`config.mk`:
```
export PLATFORM = sky130hd
export DESIGN_NAME = mem_access_unit
export DESIGN_NICKNAME = d
export VERILOG_FILES = /design/src/rtl/riscv_mem_pkg.sv /design/src/rtl/lsu_align.sv /design/src/rtl/mem_access_unit.sv
export SDC_FILE = /design/constraint.sdc
export NUM_CORES = 1
export LEC_CHECK = 0
export BUFFER_PORTS_ARGS = -buffer_cell sky130_fd_sc_hd__buf_2
export CORE_UTILIZATION = 38
export CTS_BUF_LIST = sky130_fd_sc_hd__clkbuf_4
export DETAILED_ROUTE_END_ITERATION = 10
export HOLD_SLACK_MARGIN = 0.02
export SETUP_SLACK_MARGIN = 0.1
export SYNTH_ARGS = -nofsm -noshare
export SYNTH_HDL_FRONTEND = slang
export SYNTH_SLANG_ARGS = --single-unit
```
`constraint.sdc`:
```
create_clock -name clk -period 4.3 [get_ports clk]
set_clock_uncertainty 0.15 [all_clocks]
set_input_delay 0.43 -clock clk [delete_from_list [all_inputs] [get_ports clk]]
set_output_delay 0.43 -clock clk [all_outputs]
set_load 0.01 [all_outputs]
```
`src/rtl/riscv_mem_pkg.sv`:
```
// Shared definitions for the data-memory access unit: RV32I load/store width codes,
// FSM state encoding and the request legality check.
package riscv_mem_pkg;

    localparam int ADDR_W_DEF = 8;

    localparam logic [2:0] F3_B  = 3'b000;
    localparam logic [2:0] F3_H  = 3'b001;
    localparam logic [2:0] F3_W  = 3'b010;
    localparam logic [2:0] F3_BU = 3'b100;
    localparam logic [2:0] F3_HU = 3'b101;

    typedef enum logic [2:0] {
        S_IDLE,
        S_RD_ADDR,
        S_RD_STB,
        S_MERGE,
        S_WR_ADDR,
        S_WR_STB,
        S_RESP
    } state_e;

    // Misaligned half/word, unused funct3 codes, and unsigned "stores" are all rejected.
    function automatic logic req_is_bad(input logic we, input logic [2:0] f3,
                                        input logic [1:0] off);
        logic bad;
        case (f3)
            F3_B:    bad = 1'b0;
            F3_BU:   bad = we;
            F3_H:    bad = off[0];
            F3_HU:   bad = we | off[0];
            F3_W:    bad = (off != 2'b00);
            default: bad = 1'b1;
        endcase
        return bad;
    endfunction

endpackage

```
`src/rtl/lsu_align.sv`:
```
// Combinational lane logic: extracts and extends load data from a memory word, and merges
// store bytes/halves into a previously read word.
module lsu_align
    import riscv_mem_pkg::*;
(
    input  logic [2:0]  funct3_i,
    input  logic [1:0]  off_i,
    input  logic [31:0] word_i,
    input  logic [31:0] wdata_i,
    output logic [31:0] load_o,
    output logic [31:0] merged_o
);

    logic [7:0]  byte_v;
    logic [15:0] half_v;
    logic [4:0]  shamt;
    logic [31:0] mask;
    logic [31:0] ins;

    always_comb begin
        case (off_i)
            2'd0:    byte_v = word_i[7:0];
            2'd1:    byte_v = word_i[15:8];
            2'd2:    byte_v = word_i[23:16];
            default: byte_v = word_i[31:24];
        endcase
        half_v = off_i[1] ? word_i[31:16] : word_i[15:0];

        case (funct3_i)
            F3_B:    load_o = {{24{byte_v[7]}}, byte_v};
            F3_BU:   load_o = {24'h0, byte_v};
            F3_H:    load_o = {{16{half_v[15]}}, half_v};
            F3_HU:   load_o = {16'h0, half_v};
            default: load_o = word_i;
        endcase
    end

    // Stores only reach the merge path as SB or SH; anything else passes the word through.
    always_comb begin
        shamt = {off_i, 3'b000};
        mask  = 32'h0;
        ins   = 32'h0;
        if (funct3_i == F3_B) begin
            mask = 32'h0000_00FF << shamt;
            ins  = (wdata_i & 32'h0000_00FF) << shamt;
        end else if (funct3_i == F3_H) begin
            shamt = {off_i[1], 4'b0000};
            mask  = 32'h0000_FFFF << shamt;
            ins   = (wdata_i & 32'h0000_FFFF) << shamt;
        end
        merged_o = (word_i & ~mask) | ins;
    end

endmodule

```
`src/rtl/mem_access_unit.sv`:
```
// Load/store initiator for a word-wide strobe-driven data memory. Sub-word stores are done
// as read-modify-write; all outputs, including both strobes, come straight from flops.
module mem_access_unit
    import riscv_mem_pkg::*;
#(
    parameter int ADDR_W = ADDR_W_DEF
) (
    input  logic              clk,
    input  logic              rst_n,
    input  logic              req_valid,
    output logic              req_ready,
    input  logic              req_we,
    input  logic [2:0]        req_funct3,
    input  logic [31:0]       req_addr,
    input  logic [31:0]       req_wdata,
    output logic              rsp_valid,
    input  logic              rsp_ready,
    output logic [31:0]       rsp_rdata,
    output logic              rsp_err,
    output logic              mem_write,
    output logic              mem_writeBack,
    output logic [ADDR_W-1:0] d_addr,
    output logic [31:0]       dw_data,
    input  logic [31:0]       dr_data
);

    state_e              state_q, state_d;
    logic                req_ready_q, rsp_valid_q, rsp_err_q;
    logic                mem_write_q, mem_wb_q;
    logic [31:0]         rsp_rdata_q, dw_data_q, wdata_q;
    logic [ADDR_W-1:0]   d_addr_q;
    logic                we_q;
    logic [2:0]          f3_q;
    logic [1:0]          off_q;
    logic                accept, bad;
    logic [31:0]         load_data, merged;
    logic                unused_addr_hi;

    // Upper address bits alias onto the same memory words.
    assign unused_addr_hi = ^req_addr[31:ADDR_W+2];

    assign accept = req_valid && req_ready_q;
    assign bad    = req_is_bad(req_we, req_funct3, req_addr[1:0]);

    lsu_align u_align (
        .funct3_i (f3_q),
        .off_i    (off_q),
        .word_i   (dr_data),
        .wdata_i  (wdata_q),
        .load_o   (load_data),
        .merged_o (merged)
    );

    always_comb begin
        state_d = state_q;
        case (state_q)
            S_IDLE: begin
                if (accept) begin
                    if (bad)                    state_d = S_RESP;
                    else if (!req_we)           state_d = S_RD_ADDR;
                    else if (req_funct3 == F3_W) state_d = S_WR_ADDR;
                    else                        state_d = S_RD_ADDR;
                end
            end
            S_RD_ADDR: state_d = S_RD_STB;
            S_RD_STB:  state_d = we_q ? S_MERGE : S_RESP;
            S_MERGE:   state_d = S_WR_STB;
            S_WR_ADDR: state_d = S_WR_STB;
            S_WR_STB:  state_d = S_RESP;
            S_RESP:    if (rsp_ready) state_d = S_IDLE;
            default:   state_d = S_IDLE;
        endcase
    end

    always_ff @(posedge clk or negedge rst_n) begin
        if (!rst_n) begin
            state_q     <= S_IDLE;
            req_ready_q <= 1'b1;
            rsp_valid_q <= 1'b0;
            rsp_err_q   <= 1'b0;
            rsp_rdata_q <= 32'h0;
            mem_write_q <= 1'b0;
            mem_wb_q    <= 1'b0;
            d_addr_q    <= '0;
            dw_data_q   <= 32'h0;
            wdata_q     <= 32'h0;
            we_q        <= 1'b0;
            f3_q        <= 3'b000;
            off_q       <= 2'b00;
        end else begin
            state_q     <= state_d;
            req_ready_q <= (state_d == S_IDLE);
            rsp_valid_q <= (state_d == S_RESP);
            mem_wb_q    <= (state_d == S_RD_STB);
            mem_write_q <= (state_d == S_WR_STB);
            if (accept) begin
                we_q        <= req_we;
                f3_q        <= req_funct3;
                off_q       <= req_addr[1:0];
                wdata_q     <= req_wdata;
                rsp_err_q   <= bad;
                rsp_rdata_q <= 32'h0;
                if (!bad) d_addr_q <= req_addr[ADDR_W+1:2];
                if (!bad && req_we) dw_data_q <= req_wdata;
            end
            // Memory latched dr_data on the strobe rise a full cycle ago; it is stable here.
            // The merged word is loaded as the read strobe falls, ahead of the write strobe.
            if (state_q == S_RD_STB) begin
                if (we_q) dw_data_q   <= merged;
                else      rsp_rdata_q <= load_data;
            end
        end
    end

    assign req_ready     = req_ready_q;
    assign rsp_valid     = rsp_valid_q;
    assign rsp_err       = rsp_err_q;
    assign rsp_rdata     = rsp_rdata_q;
    assign mem_write     = mem_write_q;
    assign mem_writeBack = mem_wb_q;
    assign d_addr        = d_addr_q;
    assign dw_data       = dw_data_q;

endmodule

```
==> run metrics <==
status completed; simple-gate portion of the synthesized area 0.141; core area 13400 µm²; CTS Hold Bufs 5; min Tclk post-route 2.66 ns; leak pwr 3.00 nW; Final period util 0.619; Final Hold Vio Count 0; H-tree depth 3; Setup Crit Path Kind register to register; area delta synth->final 19.4%; CTS tree built; # clock sinks 102; area of the multi-input gates 2500 µm²; Die W 120 µm; multiplexer area fraction after synthesis 0.120; overall routing resource usage 0.227; Mapped Avg Cell Area 10.4 µm²; dpl ws 1.67 ns; Yosys cell types 48; worst skew pair latency 0.46 ns; Worst R2R End rsp_rdata[22]$_DFF_PN0_; Routed WL 16000 µm; antenna violations before repair 2; final antenna-violating net count 0; Adder-Cell Fraction of Synth Area 0; Synth Net Count 614; CTS max path bufs 2; max cap viols 0; PD cells 690 nW/µm²; Slew HR 0.208; vias per cell 5.56; largest net degree at the start of global routing 65; first-pass GRT wire length 24900 µm; Die Ht 120 µm; RSZ-0062 raised after global routing false; ordered list of cells on the worst path nor2_1 -> and3_1 -> nand2_1 -> o211ai_1; Worst R2R Start state_q[2]$_DFF_PN0_; biggest area consumer among synthesized cells dfrtp_1; Final TNS setup 0 ns; synth warn 0; most frequent cell after synthesis dfrtp_1; Storage cell area 2550 µm²; die area 14400 µm²; hold depth 2; synth top area cells dfrtp_1 (48%), mux2_2 (7.2%), a22oi_1 (4.8%), mux2i_1 (4.7%), nand3_1 (4.7%); CTS resizes 0; setup slack after layout 1.64 ns; Worst Hold Path EP d_addr[1]$_DFFE_PN0P_; number of post-CTS setup repair buffers 0; Slew Limit Fails 0; nature of the critical path endpoint register; Fill cells 1318; critical path's slowest cell and3_1; Clk pin slew, worst setup/hold paths 0.16 ns; Clock Root Buffer clkbuf_4; mapped cell area 5280 µm²; synthesized flop and latch total 102; combinational family with the most area after synthesis compound AO/OA/AOI/OAI gates; CP Launch Type register; total CTS buffers 9; Post-synth ARST share 1.00; Worst Tran Pin Value 1.19 ns; CP required 4.53 ns; Main synth FF type dfrtp_1; drt wl/cell 19.3 µm; global route overflow 0; DRT Pass-1 Iters 5; most instantiated cells after synthesis dfrtp_1 (101), nand2_1 (52), nand3_1 (50); Initial Util 0.394; Achievable Freq 0.376 GHz; Hold Path Class input pin to register; Ports 181; Final nets 750; row cnt 42; DRC errors left 0; Seq/Total Area, Yosys 0.484; hold path start req_addr[3]; XOR/XNOR Fraction of Synth Area 0; Post-synth EDFFs 0; top cell type's share of synthesized area 0.479; maximum net fanout on the critical path 25; share of cells above drive strength 1 0.353; DP Wirelength 11900 µm; R2R depth 4; post-synthesis compound-gate area fraction 0.212; Post-Syn Instances 510; VDD IR max 0.242 mV; Largest stage delay, worst path 0.75 ns; Critical Path AT 2.89 ns; gpl congestion 0.888; final setup fails 0; Port Buffer Count 158; number of global-route vias before repair 4518; via count 4611; r2r setup slk 1.64 ns; DR iter-0 viols 391
==> state kept, by name (all words and copies together), names as in the netlist <==
signal,flops
dw_data,32
rsp_rdata,32
wdata_q,16
d_addr,8
f3_q,3
state_q,3
off_q,2
mem_write,1
mem_writeBack,1
req_ready,1
rsp_err,1
rsp_valid,1
we_q,1
==> cell usage in the layout, fill, tap and decap left out, types with 2 or more instances in the layout <==
| master | count |
|---|---|
| a2bb2o_1 | 6 |
| dfrtp_1 | 101 |
| inv_1 | 5 |
| o31ai_1 | 2 |
| mux2i_1 | 25 |
| clkinvlp_4 | 3 |
| mux2_2 | 34 |
| o21ai_1 | 2 |
| buf_2 | 157 |
| o21ai_0 | 25 |
| nand2_1 | 52 |
| buf_4 | 4 |
| a22oi_1 | 34 |
| and2_1 | 14 |
| diode_2 | 2 |
| dlygate4sd3_1 | 5 |
| a21oi_1 | 33 |
| and2_2 | 4 |
| nand2b_1 | 8 |
| nor2b_1 | 5 |
| a22oi_2 | 7 |
| clkbuf_4 | 9 |
| nand3_1 | 50 |
| nor3b_1 | 2 |
| o211ai_1 | 16 |
| nor2_1 | 3 |
| a221oi_1 | 17 |
| and3_1 | 2 |
| nor3_1 | 2 |
==> layout make-up <==
class | count | area share
multi-input cells | 362 | 0.397
clock inverters | 7 | 0.0117
well taps | 176 | 0.0349
inverters | 5 | 0.00298
repair buffers | 166 | 0.137
flip-flops and latches | 102 | 0.405
diodes | 2 | 0.000794
clock buffers | 9 | 0.0107
==> worst max-delay path by stage <==
stage,from,to,slack (ns),cells after the start
global route,f3_q[1]$_DFFE_PN0P_,dw_data[11]$_DFF_PN0_,1.44,4
CTS,state_q[2]$_DFF_PN0_,rsp_rdata[22]$_DFF_PN0_,1.65,4
global placement,state_q[2]$_DFF_PN0_,rsp_rdata[29]$_DFF_PN0_,1.71,4
finish,state_q[2]$_DFF_PN0_,rsp_rdata[22]$_DFF_PN0_,1.64,4
detailed placement,state_q[2]$_DFF_PN0_,rsp_rdata[22]$_DFF_PN0_,1.67,4
floorplan,req_ready$_DFF_PN1_,wdata_q[10]$_DFFE_PN0P_,2.40,4
==> worst max-delay path, delay by kind of cell, from the launching register on <==
kind               cells  cell delay, ns
and+or+nand+nor        3            1.58
DFF                    1            0.50
AOI/OAI and AO/OA      1            0.35
==> report_power, final <==
group / switching [mW] / internal [mW]
clock: 0.335 / 0.178
combinational: 1.12 / 0.916
sequential: 0.394 / 1.40
total: 1.85 / 2.50
==> layer usage <==
| layer | share of wire | track usage |
|---|---|---|
| met5 | 0 | 0 |
| met4 | 0.025 | 0.0961 |
| met1 | 0.47 | 0.327 |
| met3 | 0.048 | 0.0280 |
| met2 | 0.46 | 0.345 |
==> through the flow <==
stage / utilization / hold slack, ns / area [µm²] / total power, mW / cells
final: 0.471 / 0.0451 / 6310 / 4.35 / 829
after global routing: 0.471 / 0.0253 / 6310 / 4.67 / 829
after CTS: 0.470 / 0.0206 / 6300 / 4.38 / 827
after detailed placement: 0.456 / 0.320 / 6110 / 3.86 / 806
after global placement: 0.456 / 0.317 / 6110 / 3.79 / 806
after floorplan: - / -0.0156 / 5280 / 3.14 / 510
==> logic make-up after synthesis <==
family / after synthesis
and+or+nand+nor: 148
AOI/OAI and AO/OA: 155
muxes: 59
DFF: 102
buffers and inverters: 46
Note: power is estimated with default switching activity, not from simulation.
